<file path="src/rtl/elevator_pkg.sv">
// Shared definitions for the elevator call panel: FSM encodings and default sizing.
package elevator_pkg;

  localparam int DEF_NUM_FLOORS      = 5;
  localparam int DEF_FLOOR_W         = 3;
  localparam int DEF_DEBOUNCE_CYCLES = 4;

  typedef logic [DEF_FLOOR_W-1:0] floor_t;

  typedef enum logic [1:0] {
    ST_IDLE        = 2'd0,
    ST_ISSUE       = 2'd1,
    ST_WAIT_ARRIVE = 2'd2
  } panel_state_e;

endpackage

</file>
<file path="src/rtl/elevator_btn_debounce.sv">
// Single-button debouncer: level goes high after DEBOUNCE_CYCLES consecutive high samples.
module elevator_btn_debounce #(
  parameter int DEBOUNCE_CYCLES = 4
) (
  input  logic clk,
  input  logic reset,
  input  logic btn,
  output logic level
);

  localparam int CNT_W = $clog2(DEBOUNCE_CYCLES + 1);
  localparam logic [CNT_W-1:0] CNT_MAX = CNT_W'(DEBOUNCE_CYCLES);

  logic [CNT_W-1:0] cnt;

  // Saturates at CNT_MAX so a held button stays debounced-high.
  always_ff @(posedge clk) begin
    if (reset) begin
      cnt <= '0;
    end else if (!btn) begin
      cnt <= '0;
    end else if (cnt != CNT_MAX) begin
      cnt <= cnt + 1'b1;
    end
  end

  assign level = (cnt == CNT_MAX);

endmodule

</file>
<file path="src/rtl/elevator_call_panel.sv">
// Elevator call panel: latches button presses, picks a SCAN target, offers it over valid/ready.
// Optional per-button debounce is enabled with the CALL_PANEL_DEBOUNCE_EN macro.
module elevator_call_panel
  import elevator_pkg::*;
#(
  parameter int NUM_FLOORS = DEF_NUM_FLOORS,
`ifdef CALL_PANEL_DEBOUNCE_EN
  parameter int DEBOUNCE_CYCLES = DEF_DEBOUNCE_CYCLES,
`endif
  parameter int FLOOR_W = DEF_FLOOR_W
) (
  input  logic                  clk,
  input  logic                  reset,
  input  logic [NUM_FLOORS-1:0] btn,
  input  logic [FLOOR_W-1:0]    cur_floor,
  input  logic                  at_floor,
  input  logic                  req_ready,
  output logic                  req_valid,
  output logic [FLOOR_W-1:0]    req_floor,
  output logic                  dir_up,
  output logic [NUM_FLOORS-1:0] pending,
  output logic                  served,
  output logic [FLOOR_W-1:0]    served_floor
);

  // Handshake: req_floor is offered while req_valid is high and is held stable
  // until the cycle req_valid && req_ready; a raised request is never retracted.

  localparam logic [FLOOR_W-1:0] LAST_FLOOR = FLOOR_W'(NUM_FLOORS - 1);

  panel_state_e state_q, state_d;

  logic [NUM_FLOORS-1:0] btn_lvl;
  logic [NUM_FLOORS-1:0] btn_prev;
  logic [NUM_FLOORS-1:0] press;
  logic [NUM_FLOORS-1:0] clr_mask;
  logic                  req_valid_d;
  logic [FLOOR_W-1:0]    req_floor_d;
  logic                  dir_up_d;
  logic [FLOOR_W:0]      pick;

`ifdef CALL_PANEL_DEBOUNCE_EN
  for (genvar g = 0; g < NUM_FLOORS; g++) begin : g_debounce
    elevator_btn_debounce #(
      .DEBOUNCE_CYCLES(DEBOUNCE_CYCLES)
    ) u_debounce (
      .clk   (clk),
      .reset (reset),
      .btn   (btn[g]),
      .level (btn_lvl[g])
    );
  end
`else
  assign btn_lvl = btn;
`endif

  assign press = btn_lvl & ~btn_prev;

  // SCAN pick, returned as {direction, floor}. An out-of-range current floor
  // never matches rule 1 and is measured from floor 0.
  function automatic logic [FLOOR_W:0] pick_target(
    input logic [NUM_FLOORS-1:0] pend,
    input logic [FLOOR_W-1:0]    cur,
    input logic                  up
  );
    logic                 cur_ok;
    logic                 here;
    logic                 found_up;
    logic                 found_dn;
    logic [FLOOR_W-1:0]   cur_eff;
    logic [FLOOR_W-1:0]   near_up;
    logic [FLOOR_W-1:0]   near_dn;
    logic [FLOOR_W-1:0]   lowest;
    logic [FLOOR_W:0]     result;
    cur_ok   = (cur <= LAST_FLOOR);
    cur_eff  = cur_ok ? cur : '0;
    here     = 1'b0;
    found_up = 1'b0;
    found_dn = 1'b0;
    near_up  = '0;
    near_dn  = '0;
    lowest   = '0;
    for (int i = NUM_FLOORS - 1; i >= 0; i--) begin
      if (pend[i]) lowest = FLOOR_W'(i);
      if (pend[i] && (FLOOR_W'(i) > cur_eff)) begin
        found_up = 1'b1;
        near_up  = FLOOR_W'(i);
      end
    end
    for (int i = 0; i < NUM_FLOORS; i++) begin
      if (pend[i] && (FLOOR_W'(i) < cur_eff)) begin
        found_dn = 1'b1;
        near_dn  = FLOOR_W'(i);
      end
      if (pend[i] && cur_ok && (FLOOR_W'(i) == cur)) here = 1'b1;
    end
    if (here)                  result = {up, cur};
    else if (up && found_up)   result = {1'b1, near_up};
    else if (up && found_dn)   result = {1'b0, near_dn};
    else if (!up && found_dn)  result = {1'b0, near_dn};
    else if (!up && found_up)  result = {1'b1, near_up};
    else                       result = {up, lowest};
    return result;
  endfunction

  // A press landing in the same cycle as an arrival at that floor is served at once.
  always_comb begin
    clr_mask = '0;
    for (int i = 0; i < NUM_FLOORS; i++) begin
      clr_mask[i] = at_floor && (cur_floor == FLOOR_W'(i)) && (pending[i] || press[i]);
    end
  end

  always_ff @(posedge clk) begin
    if (reset) begin
      btn_prev     <= '0;
      pending      <= '0;
      served       <= 1'b0;
      served_floor <= '0;
    end else begin
      btn_prev <= btn_lvl;
      pending  <= (pending | press) & ~clr_mask;
      served   <= |clr_mask;
      if (|clr_mask) served_floor <= cur_floor;
    end
  end

  always_comb begin
    state_d     = state_q;
    req_valid_d = req_valid;
    req_floor_d = req_floor;
    dir_up_d    = dir_up;
    pick        = pick_target(pending, cur_floor, dir_up);
    case (state_q)
      ST_IDLE: begin
        if (|pending) begin
          req_floor_d = pick[FLOOR_W-1:0];
          dir_up_d    = pick[FLOOR_W];
          req_valid_d = 1'b1;
          state_d     = ST_ISSUE;
        end
      end
      ST_ISSUE: begin
        if (req_ready) begin
          req_valid_d = 1'b0;
          state_d     = ST_WAIT_ARRIVE;
        end
      end
      ST_WAIT_ARRIVE: begin
        if (at_floor && (cur_floor == req_floor)) state_d = ST_IDLE;
      end
      default: begin
        req_valid_d = 1'b0;
        state_d     = ST_IDLE;
      end
    endcase
  end

  always_ff @(posedge clk) begin
    if (reset) begin
      state_q   <= ST_IDLE;
      req_valid <= 1'b0;
      req_floor <= '0;
      dir_up    <= 1'b1;
    end else begin
      state_q   <= state_d;
      req_valid <= req_valid_d;
      req_floor <= req_floor_d;
      dir_up    <= dir_up_d;
    end
  end

endmodule

</file>
<file path="config.mk">
export PLATFORM = sky130hd
export DESIGN_NAME = elevator_call_panel
export DESIGN_NICKNAME = d
export VERILOG_FILES = /design/src/rtl/elevator_pkg.sv /design/src/rtl/elevator_btn_debounce.sv /design/src/rtl/elevator_call_panel.sv
export SDC_FILE = /design/constraint.sdc
export NUM_CORES = 1
export LEC_CHECK = 0
export ABC_AREA = 1
export BUFFER_PORTS_ARGS = -buffer_cell sky130_fd_sc_hd__buf_2
export CAP_MARGIN = 20
export CORE_ASPECT_RATIO = 1.4
export CORE_MARGIN = 2
export CORE_UTILIZATION = 45
export CTS_CLUSTER_DIAMETER = 200
export CTS_CLUSTER_SIZE = 10
export DETAILED_ROUTE_END_ITERATION = 8
export GPL_TIMING_DRIVEN = 0
export PLACE_DENSITY = 0.7
export SLEW_MARGIN = 5
export SYNTH_ARGS = -nofsm -noshare
export SYNTH_HDL_FRONTEND = slang
export SYNTH_SLANG_ARGS = --single-unit
</file>
<file path="constraint.sdc">
create_clock -name clk -period 4 [get_ports clk]
set_clock_uncertainty 0.05 [all_clocks]
set_input_delay 0 -clock clk [delete_from_list [all_inputs] [get_ports clk]]
set_output_delay 0 -clock clk [all_outputs]
set_load 0.02 [all_outputs]
</file>
==> run metrics <==
outcome completed; final net count 232; grt ovf 0; number of global-route vias before repair between 1,000 and 1,500; Layout area overhead 22.6%; post-synth top area cell dfxtp_1; max cap viols 0; post-route cell area 0.00145 mm2; sequential-to-total area share from yosys stat a little over a third; top cells by count, synth 42 x nand2_1, 26 x nor2_1, 25 x inv_1, 21 x dfxtp_1; # Post-CTS Setup Buffers 0; Syn Std Cell Area 0.00118 mm2; # IOs 26; diodes inserted 0; # fillers 261; Worst-Margin Slew ~0.45 ns; Post-DRT Antenna Nets 0; prevailing post-synth register cell dfxtp_1; vias per std cell roughly 5.0; final core utilization between 50% and 60%; Gate Count Post-Synth 183; Post-Syn Nets 195; startpoint types flip-flop; TritonCTS buffer count 3; CP required 4.14 ns; highest clock rate about 650 MHz; final worst slack 2.46 ns; root buf cell clkbuf_4; Tmin final 1.54 ns; relative slew slack between 60% and 70%; Pwr Density 356 mW/mm2; register area 420 um2; final slew viol count 0; most area-consuming cells after synthesis dfxtp_1 36%, nand2_1 13%, nor2_1 8.3%; VDD IR max around 0.31 mV; die area 0.00306 mm2; pre-CTS WS roughly 2.5 ns; Cell variety after synth 25; CTS Buffer Depth 2; Ys Warns 0; clk sinks 21; count leader, synth nand2_1; antenna violations before repair 0; Iteration-0 DRC Markers 42; RSZ-0062 raised after global routing false; drt drc 0; placed cell area about 0.0014 mm2; GRT Total Usage between 20% and 30%; TritonCTS clock tree yes; die span in x around 47 um; H-tree levels 1; Post-synth EDFFs 0; leakage power about 0.77 nW; clk_lat worst skew ~0.30 ns; post-route setup TNS 0 ns; Core Box Area ~0.0026 mm2; FP Rows 22; Setup CP Type reg2reg; Total Wirelength between 2000 and 3000 um; Initial Util between 40% and 50%; Slowest cell on crit path dfxtp_1; multi-input logic area 629 um2; async set or reset register ratio after synthesis 0%; share of the synthesized area in the top cell type between 30% and 40%; CP max stage delay about 0.38 ns; CTS clk-pin slew, worst paths 0.11 ns; FF+latch count, synth 21; Routed WL per cell roughly 11 um; Worst setup EP type flip-flop; pin count of the biggest net entering global routing 12; PortBufs 25; Critical Path Fanout Max 5; Synth Area per Inst between 6 and 7 um2; Hold Vio Cnt, Final 0; Cell Chain, Critical Path inv_1 -> o22ai_1 -> nor2_1 -> o21ai_1 -> nor2_2 -> inv_1 -> nor2_2 -> o31ai_1 -> nand2_1 -> nand3_1; Worst Path Arrival roughly 1.7 ns; DIE HEIGHT around 65 um; post-DP HPWL 2140 um; first-pass GRT wire length around 4800 um; drt pass-1 iters 4; GP Congestion approximately 0.88; ratio of cells with drive above 1 in the final layout 21.9%; Setup-failing EPs final 0; via count 1,271; hold crit path type in2reg; fin crit share roughly two fifths
[layout make-up]
| class | instances | share of cell area (%) |
|---|---|---|
| Multi-Input combinational cell | 129 | 43.5 |
| Clock buffer | 4 | 1.82 |
| Sequential cell | 21 | 29.0 |
| Buffer | 2 | 1.04 |
| Tap cell | 36 | 3.11 |
| Timing Repair Buffer | 32 | 13.5 |
| Inverter | 31 | 8.04 |
[cells by family after synthesis]
family | share of synthesized area [%]
AND/OR/NAND/NOR | 35.0
buffers and inverters | 11.1
XOR/XNOR | 0.742
AO/OA/AOI/OAI | 17.6
flip-flops | 35.6
[sequential cells by signal, summed over array words and instances, names as in the netlist]
signal / cells
served: 1
req_floor: 3
served_floor: 3
state_q: 2
dir_up: 1
pending: 5
req_valid: 1
btn_prev: 5
[layer usage]
layer | vias to the layer above | global-route usage, % | wire length [um]
li1 | 656 | - | -
met1 | 568 | 25.6 | 1230
met2 | 43 | 36.0 | 1380
met3 | 4 | 2.51 | 143
met4 | 0 | 7.99 | 40
met5 | - | 0 | 0
[per-stage QoR]
stage | cells | hold slack [ns] | power, W
5_1_grt | 255 | 0.0478 | 0.000551
6_report | 255 | 0.0487 | 0.000516
2_1_floorplan | 183 | 0.0124 | 0.000368
3_3_place_gp | 244 | 0.154 | 0.000410
3_5_place_dp | 244 | 0.152 | 0.000414
4_1_cts | 255 | 0.0464 | 0.000516
[report_power, final]
part	internal [W]	total, W	switching [W]
logic	0.0000616	0.000168	0.000107
clock network	0.0000389	0.0000992	0.0000603
registers	0.000230	0.000248	0.0000181
[critical path, delay by kind of cell (launching register included)]
kind	cells	cell delay (ns)
and+or+nand+nor	5	0.47
DFF	1	0.38
AOI/OAI and AO/OA	3	0.28
buffers and inverters	2	0.25
[final timing paths]
| kind | from | endpoint | slack (ns) | depth (start not counted) |
|---|---|---|---|---|
| worst min-delay path | cur_floor[0] | req_floor[0]$_SDFFE_PP0P_ | 0.05 | 3 |
| worst min register to register | req_valid$_SDFFE_PP0P_ | req_valid$_SDFFE_PP0P_ | 0.44 | 2 |
| worst max-delay path | pending[1]$_SDFF_PP0_ | dir_up$_SDFFE_PP1P_ | 2.46 | 10 |
| worst max register to register | pending[1]$_SDFF_PP0_ | dir_up$_SDFFE_PP1P_ | 2.46 | 10 |
[layout by cell type (no fill, tap or decap), types with 5 or more instances in the layout]
cell,netlist,routed
nand2_1,42,42
nor2_1,26,26
inv_1,25,25
buf_2,0,25
dfxtp_1,21,21
o21ai_0,12,12
a21oi_1,12,12
dlygate4sd3_1,0,7
nand3_1,6,6
inv_2,5,5
[timing repair]
| item | CTS | global route |
|---|---|---|
| hold buffers | 7 | 0 |
| hold endpoints to repair | 9 | 0 |
| gates resized for setup | 0 | 0 |
| setup endpoints to repair | 0 | 0 |
(Power assumes the default switching activity.)
